<file path="config.mk">
export PLATFORM = sky130hd
export DESIGN_NAME = int_source_conditioner_flat
export DESIGN_NICKNAME = d
export VERILOG_FILES = /design/src/rtl/int_source_conditioner_if.sv /design/src/rtl/int_source_conditioner.sv /design/src/flat_wrapper.sv
export SDC_FILE = /design/constraint.sdc
export NUM_CORES = 1
export LEC_CHECK = 0
export CORE_MARGIN = 3
export CORE_UTILIZATION = 60
export DETAILED_ROUTE_END_ITERATION = 12
export HOLD_SLACK_MARGIN = 0.06
export PLACE_DENSITY = 0.76
export SLEW_MARGIN = 10
export SYNTH_ARGS = -nofsm -noshare
export SYNTH_HDL_FRONTEND = slang
export SYNTH_SLANG_ARGS = --single-unit
</file>
<file path="constraint.sdc">
create_clock -name clk -period 2.3 [get_ports clk]
set_input_delay 0.69 -clock clk [delete_from_list [all_inputs] [get_ports clk]]
set_output_delay 0.69 -clock clk [all_outputs]
set_load 0.03 [all_outputs]
</file>
<file path="src/rtl/int_source_conditioner_if.sv">
// Request-line bundle between the board I/O and the interrupt source conditioner.
// The master drives the raw keys and enables. The slave returns the request pulses and the debounced levels.
interface int_source_conditioner_if;
    logic [2:0] key_in;
    logic [2:0] en;
    logic [2:0] intsrc;
    logic [2:0] key_level;

    modport master (output key_in, output en, input intsrc, input key_level);
    modport slave  (input key_in, input en, output intsrc, output key_level);
endinterface

</file>
<file path="src/rtl/int_source_conditioner.sv">
// Conditions three push-button lines into one-cycle CP0 interrupt requests: synchronise, debounce, detect rising edges, then gate with the enables.
// Optional build macro INTSRC_TIMER_EN: channel 0's request comes from a periodic timer instead of key_in[0].
module int_source_conditioner #(
    parameter int DEBOUNCE_CYCLES = 20,
    parameter int CNT_W           = 20,
    parameter int TIMER_PERIOD    = 1000,
    parameter int TIMER_W         = 32
) (
    input logic                     clk,
    input logic                     rst,
    int_source_conditioner_if.slave bus
);

    if (DEBOUNCE_CYCLES < 2 || (CNT_W < 31 && (1 << CNT_W) <= DEBOUNCE_CYCLES)) begin : g_bad_debounce
        $error("int_source_conditioner: DEBOUNCE_CYCLES must be >= 2 and fit in CNT_W bits");
    end
    if (TIMER_PERIOD < 2 || TIMER_W < 1) begin : g_bad_timer
        $error("int_source_conditioner: TIMER_PERIOD must be >= 2");
    end

    localparam logic [CNT_W-1:0] CNT_LAST = CNT_W'(DEBOUNCE_CYCLES - 1);

    logic [2:0]       s1_p0;
    logic [2:0]       s2_p1;
    logic [2:0]       level_p2;
    logic [CNT_W-1:0] cnt_p2 [3];
    logic [2:0]       intsrc_p2;
    logic [2:0]       cnt_done;
    logic [2:0]       rise;
    logic [2:0]       intsrc_nxt;

    // A rise is a debounced 0->1 commit. The level is 0 and the synchronised input is 1.
    always_comb begin
        for (int i = 0; i < 3; i++) begin
            cnt_done[i] = (cnt_p2[i] == CNT_LAST);
            rise[i]     = cnt_done[i] && s2_p1[i] && !level_p2[i];
        end
    end

`ifdef INTSRC_TIMER_EN
    logic [TIMER_W-1:0] tcnt;
    logic               timer_hit;

    assign timer_hit = bus.en[0] && (tcnt == TIMER_W'(TIMER_PERIOD - 1));

    always_ff @(posedge clk) begin
        if (!rst) begin
            tcnt <= '0;
        end else if (!bus.en[0] || timer_hit) begin
            tcnt <= '0;
        end else begin
            tcnt <= tcnt + TIMER_W'(1);
        end
    end

    always_comb begin
        intsrc_nxt    = bus.en & rise;
        intsrc_nxt[0] = timer_hit;
    end
`else
    always_comb begin
        intsrc_nxt = bus.en & rise;
    end
`endif

    // p0/p1: two-flop synchroniser. p2: debounced level, its counter and the request pulse.
    always_ff @(posedge clk) begin
        if (!rst) begin
            s1_p0     <= '0;
            s2_p1     <= '0;
            level_p2  <= '0;
            intsrc_p2 <= '0;
            for (int i = 0; i < 3; i++) begin
                cnt_p2[i] <= '0;
            end
        end else begin
            s1_p0     <= bus.key_in;
            s2_p1     <= s1_p0;
            intsrc_p2 <= intsrc_nxt;
            for (int i = 0; i < 3; i++) begin
                if (s2_p1[i] == level_p2[i]) begin
                    cnt_p2[i] <= '0;
                end else if (cnt_done[i]) begin
                    level_p2[i] <= s2_p1[i];
                    cnt_p2[i]   <= '0;
                end else begin
                    cnt_p2[i] <= cnt_p2[i] + CNT_W'(1);
                end
            end
        end
    end

    assign bus.intsrc    = intsrc_p2;
    assign bus.key_level = level_p2;

endmodule
</file>
<file path="src/flat_wrapper.sv">
// flat-port wrapper written by rule: the top's interface ports become plain ports
module int_source_conditioner_flat 
#(
    parameter int DEBOUNCE_CYCLES = 20,
    parameter int CNT_W           = 20,
    parameter int TIMER_PERIOD    = 1000,
    parameter int TIMER_W         = 32
)
  (clk, rst, bus_key_in, bus_en, bus_intsrc, bus_key_level);
  int_source_conditioner_if bus_i ();
  input logic clk;
  input logic rst;
  input wire logic [$bits(bus_i.key_in)-1:0] bus_key_in;
  input wire logic [$bits(bus_i.en)-1:0] bus_en;
  output wire logic [$bits(bus_i.intsrc)-1:0] bus_intsrc;
  output wire logic [$bits(bus_i.key_level)-1:0] bus_key_level;
  assign bus_i.key_in = bus_key_in;
  assign bus_i.en = bus_en;
  assign bus_intsrc = bus_i.intsrc;
  assign bus_key_level = bus_i.key_level;
  int_source_conditioner #(.DEBOUNCE_CYCLES(DEBOUNCE_CYCLES), .CNT_W(CNT_W), .TIMER_PERIOD(TIMER_PERIOD), .TIMER_W(TIMER_W)) u_core (.clk(clk), .rst(rst), .bus(bus_i));
endmodule
</file>
==> results of run 1 <==
## kinds of logic (layout without fill, tap and decap cells)
logic type                 Yosys count  count (layout)  share of synthesized area [%]
and+or+nand+nor                    186             186                           25.7
DFF                                 72              72                           53.3
xor gates and xnor gates            44              44                           10.1
AOI/OAI and AO/OA                   32              32                           6.76
buffers and inverters               21              47                           2.61
adders and majority gates            3               3                          0.980
muxes                                2               2                          0.522
other                                1              60                         0.0978
## flip-flops by register name, summed over array words and instances, names as in the netlist
register / cells
u_core.cnt_p2: 60
u_core.s2_p1: 3
u_core.s1_p0: 3
u_core.bus.intsrc: 3
u_core.bus.key_level: 3
## how the worst min path moves through the flow
stage / from / endpoint / slack, ps / cells past startpoint
after floorplan: u_core.s1_p0[0]$_SDFF_PN0_ / u_core.s2_p1[0]$_SDFF_PN0_ / 410 / 1
after global placement: u_core.s1_p0[1]$_SDFF_PN0_ / u_core.s2_p1[1]$_SDFF_PN0_ / 420 / 1
after detailed placement: u_core.s1_p0[2]$_SDFF_PN0_ / u_core.s2_p1[2]$_SDFF_PN0_ / 430 / 1
after CTS: u_core.s1_p0[2]$_SDFF_PN0_ / u_core.s2_p1[2]$_SDFF_PN0_ / 450 / 1
after global routing: u_core.s1_p0[2]$_SDFF_PN0_ / u_core.s2_p1[2]$_SDFF_PN0_ / 460 / 1
final: u_core.s1_p0[2]$_SDFF_PN0_ / u_core.s2_p1[2]$_SDFF_PN0_ / 450 / 1
## power breakdown
group	switching (mW)	leakage (nW)	total [mW]	internal [mW]
clock	0.471	0.124	1.30	0.827
combinational	0.0737	0.719	0.132	0.0579
sequential	0.0593	0.717	1.52	1.46
total	0.604	1.56	2.95	2.35
## routing by layer
metal  wire (um)  GRT usage (%)  vias up
met5           0              0        -
met3         243           4.80       13
met4         136           8.06        0
li1            -              -     1451
met1        3330           28.3     1300
met2        3450           35.0       52
## per-stage QoR
step	hold WS, ps	std cells	util, %	power [mW]	instance area (sq um)
finish	449	521	74.8	2.95	4530
global route	460	521	74.8	3.06	4530
CTS	454	521	74.8	2.97	4530
detailed placement	430	505	70.5	1.68	4280
global placement	419	505	70.5	1.67	4280
floorplan	412	420	-	1.63	4050
## cell type report
class                      instances  area (sq um)  area share [%]
tap                               75          93.8            2.07
timing repair buffer              21           190            4.19
clock buffer                      10           128            2.81
clock inverter                     6           131            2.90
inverter                          10          37.5           0.828
sequential                        72          2040            45.0
multi-input combinational        327          1910            42.2
## cells in the mapped netlist, types with 2 or more instances
library cell and count:
clkbuf_1 4, inv_1 10, edfxtp_1 60, and4_1 5
o31ai_4 3, ha_1 3, and2_1 10, buf_2 2
nor4b_1 2, a31o_2 2, nor3_1 10, nand3_1 21
nand4b_1 3, clkbuf_2 3, xnor2_1 27, o31ai_1 4
nand4_1 18, nor2_1 58, nor4_1 18, o21ai_0 5
o311ai_0 3, xor2_1 17, buf_6 2, o41ai_1 3
and3_1 6, a21oi_1 9, mux2i_1 2, nand2_1 19
or3_1 7, dfxtp_1 12, or4_1 4
## worst register-to-register path, cell delays in order (launching register included)
cell and delay, ps:
edfxtp_1 400, ha_1 250, nor4b_1 270, nand4_1 290
o31ai_4 240, buf_4 260, nor2_1 90
## cells in the final DEF, fill, tap and decap left out, types with 3 or more instances in the layout
master,count
xor2_1,17
nor4_1,18
and4_1,5
dfxtp_1,12
o41ai_1,3
o311ai_0,3
conb_1,60
bufinv_16,4
o31ai_4,3
xnor2_1,27
o31ai_1,4
nor2_1,58
ha_1,3
inv_1,10
or4_1,4
and3_1,6
or3_1,7
nand2_1,19
nand4b_1,3
clkbuf_8,9
edfxtp_1,60
nand4_1,18
buf_4,8
o21ai_0,5
and2_1,10
nand3_1,21
nor3_1,10
clkdlybuf4s50_1,13
a21oi_1,9
==> impl_metrics.ini, run 1 <==
[sta]
fmax_mhz = 469
setup-violations-final = 0
timing.final.ws_setup_ps = 166
finClkSkew_ps = 8.24
fin_crit_sh_pct = 92.8
relSlewSlack_pct = 64.5
final-hold-violation-count = 0
rsz0062_at_grt = no
setup-tns-final_ps = 0
min_period_ps = 2130
maxSlewViolCount = 0
tightest_slew_ps = 528

[drt]
initialDrtViolationCount = 139
dr.pass1.iters = 5
vias = 2816
via_per_inst = 5.40
drc = 0
drtAntennaViolNets = 0
wl_per_cell_um = 13.8
routed_wl_um = 7170

[setup_path]
critPathSlowestCell = clkdlybuf4s50_1
cpLargestDelayFamily = buffers and inverters
crit_path_end_kind = output port
crit_cells = 1
endpoint = bus_key_level[1]
worstPathRequired_ps = 1610
r2r_start = u_core.cnt_p2[0][0]$_SDFFCE_PN0P_
start_kind = flip-flop
path_class = reg2out
cp-startpoint = u_core.bus.key_level[1]$_SDFFE_PN0N_
r2r_cells = 6
critPathMaxFanout = 4
crit_path_max_incr_delay_ps = 700
cp_cell_sequence = clkdlybuf4s50_1
r2r_slack_ps = 270
cp.arrival_ps = 1440
crit_buf_inv = 1
rr_endpoint = u_core.cnt_p2[0][8]$_SDFFCE_PN0P_

[grt]
track_usage_pct = 21.5
first_global_vias = 2717
grt_first_pass_wirelength_um = 12500
gr-total-overflow = 0
antenna_found_initial = 0
grt_max_degree = 20

[logic_synthesis]
syn-mean-instance-area_sq_um = 10.6
yosys_warnings = 0
synth_ff_type = edfxtp_1
ys_seq_area_share_pct = 53.3
synth_cell_types = 40
netlist_instances = 361
synth.top_cells.by_area = edfxtp_1, dfxtp_1, xnor2_1
synth-async-reset-ratio_pct = 0
syn_area_sq_um = 3830
synth_seq_cells = 72
post-synth-top-area-fraction_pct = 47.0
synth_edf_count = 60
yosysTopAreaCell = edfxtp_1

[floorplanning]
start_util_pct = 63.2
fp.dieH_um = 85.9
die_w_um = 85.9
dieArea_sq_um = 7380
core_sq_um = 6060
rows = 28
io_pins = 14

[cts]
hold_buffers = 0
root_buffer = clkbuf_8
clkTransAtPathRegs_ps = 70
cts_buffer_depth = 2
cts_tree = built
htreeDepth = 3
ctsResizeCount = 0
cts-buffers-inserted = 9
postCtsSetupRepairBufs = 0
clock-sinks = 72
worstSkewPairLatency_ps = 350

[placed_design]
detailed_place_hpwl_um = 5190
gp_congestion = 0.796
pre_cts_slack_ps = 188
port_buffers = 13

[finish]
area_delta_synth_final_pct = 18.3
nFillCells = 423
fin_nets = 452
drive_gt1_share_pct = 6.73
antenna_cells = 0

[pwr]
p_leak_nw = 1.56
peakVddDrop_mv = 0.703
powerDensity_nw_per_um2 = 651

[status]
status = finished clean

[worst_hold_path]
hold_class = reg2reg

[run]
maxCapViolations = 0
(Power assumes the default switching activity.)
==> run 2, diff against run 1 <==
--- a/config.mk
+++ b/config.mk
@@ -7,6 +7,7 @@
 export LEC_CHECK = 0
 export CORE_MARGIN = 3
 export CORE_UTILIZATION = 60
+export CTS_BUF_LIST = sky130_fd_sc_hd__clkbuf_2
 export DETAILED_ROUTE_END_ITERATION = 12
 export HOLD_SLACK_MARGIN = 0.06
 export PLACE_DENSITY = 0.76
==> run 2 against run 1 <==
Via count rose by 0.53%. Design area shrank 1.7%. Worst setup slack got worse by 54 ps. Critical path depth stayed put. Utilization down 1.3 points. Worst hold slack worse by 11 ps. Final cell count unchanged. Register-to-register slack worse by 20 ps. Combinational power barely moved. Sequential share of layout area increased by 0.77 points. Wire length fell by 0.92%. Sequential power hardly changed. Largest power group unchanged. Highest routed layer unchanged.
==> impl_metrics.ini, run 2 (synthesis results as in run 1) <==
[drt]
wl_met3_um = 314
routed_wl_um = 7100
m1WireLength_um = 3250
dr.pass1.iters = 4
drtAntennaViolNets = 0
via_per_inst = 5.43
drc = 0
wl_per_cell_um = 13.6
dr_wl_met2_um = 3390
vias = 2831
dr.max_layer_used = met4
initialDrtViolationCount = 222

[grt]
gr-total-overflow = 0
track_usage_pct = 21.4
first_global_vias = 2716
grt_first_pass_wirelength_um = 12500
grt_max_degree = 20
antenna_found_initial = 0

[pwr]
power.switching_mw = 0.580
swShare_pct = 21.7
clkPwrFrac_pct = 38.3
finalPower_mw = 2.68
comb_power_share_pct = 4.9
p_leak_nw = 1.59
peakVddDrop_mv = 0.463
sequentialPowerShare_pct = 56.8
intPower_mw = 2.10
powerDensity_nw_per_um2 = 601

[finish]
nFillCells = 434
antenna_cells = 0
drive_gt1_share_pct = 6.95
layout_common_cells = edfxtp_1, conb_1, nor2_1, xnor2_1, nand3_1
fin_nets = 452
largest_register = u_core.cnt_p2
area_delta_synth_final_pct = 16.3
largest_register_ffs = 60

[cts]
worstSkewPairLatency_ps = 500
htreeDepth = 3
cts_tree = built
clock-sinks = 72
cts_buffer_depth = 2
hold_buffers = 0
clkTransAtPathRegs_ps = 210
root_buffer = clkbuf_2
postCtsSetupRepairBufs = 0
cts-buffers-inserted = 9
ctsResizeCount = 3

[worst_hold_path]
hold_class = reg2reg
hold_depth = 1
min-delay-start = u_core.s1_p0[2]$_SDFF_PN0_
min_to = u_core.s2_p1[2]$_SDFF_PN0_

[sta]
finClkSkew_ps = 29.3
fmax_mhz = 457
fin_crit_sh_pct = 95.1
rsz0062_at_grt = no
final-hold-violation-count = 0
setup-violations-final = 0
relSlewSlack_pct = 62.9
setup-tns-final_ps = 0
maxSlewViolCount = 0
min_period_ps = 2190
tightest_slew_ps = 552

[setup_path]
path_class = reg2out
start_kind = flip-flop
critPathMaxFanout = 1
cp-startpoint = u_core.bus.intsrc[1]$_SDFF_PN0_
r2r_slack_ps = 250
crit_path_end_kind = output port
critPathSlowestCell = clkdlybuf4s50_1
cp.arrival_ps = 1500
cp_cell_sequence = clkdlybuf4s50_1
worstPathRequired_ps = 1610
cpLargestDelayFamily = buffers and inverters
crit_buf_inv = 1
r2r_cells = 6
crit_path_max_incr_delay_ps = 660
rr_endpoint = u_core.cnt_p2[0][8]$_SDFFCE_PN0P_
r2r_start = u_core.cnt_p2[0][0]$_SDFFCE_PN0P_

[floorplanning]
io_pins = 14
start_util_pct = 63.2
die_w_um = 85.9
dieArea_sq_um = 7380
rows = 28
fp.dieH_um = 85.9
core_sq_um = 6060

[placed_design]
gp_congestion = 0.796
port_buffers = 13
detailed_place_hpwl_um = 5190

[run]
maxCapViolations = 0

[status]
status = finished clean
## run 2: cell type report
cell class / count / area, sq um / area share [%]
inverters: 10 / 37.5 / 0.842
well taps: 75 / 93.8 / 2.10
clock inverters: 6 / 131 / 2.95
clock buffers: 10 / 50.0 / 1.12
flip-flops and latches: 72 / 2040 / 45.8
multi-input cells: 327 / 1910 / 42.9
repair buffers: 21 / 191 / 4.29
## run 2: how the worst max path moves through the flow
stage,end,slack [ps],cells past startpoint
CTS,bus_intsrc[2],30,1
floorplan,u_core.cnt_p2[1][8]$_SDFFCE_PN0P_,350,6
global placement,u_core.cnt_p2[2][19]$_SDFFCE_PN0P_,200,5
global route,bus_intsrc[1],50,1
detailed placement,u_core.cnt_p2[0][8]$_SDFFCE_PN0P_,190,5
finish,bus_intsrc[1],110,1
## run 2: power by group through the flow
stage	Clock (mW)	Sequential, mW	Combinational, mW
final	1.03	1.52	0.132
after global placement	0	1.55	0.125
after floorplan	0	1.53	0.101
after CTS	1.04	1.52	0.129
after detailed placement	0	1.55	0.128
after global routing	1.10	1.53	0.153
## run 2: metal layers
| layer | GRT usage (%) | vias up |
|---|---|---|
| li1 | - | 1446 |
| met1 | 28.9 | 1307 |
| met2 | 34.1 | 65 |
| met3 | 3.36 | 13 |
| met4 | 9.64 | 0 |
| met5 | 0 | - |
## run 2: metrics by stage
step / hold slack (ps) / utilization, % / worst slack (ps) / instances / instance area [sq um]
CTS: 446 / 73.5 / 28.5 / 521 / 4450
global placement: 419 / 70.5 / 203 / 505 / 4280
finish: 439 / 73.6 / 112 / 521 / 4460
detailed placement: 430 / 70.5 / 188 / 505 / 4280
global route: 460 / 73.6 / 52.6 / 521 / 4460
floorplan: 412 / - / 346 / 420 / 4050
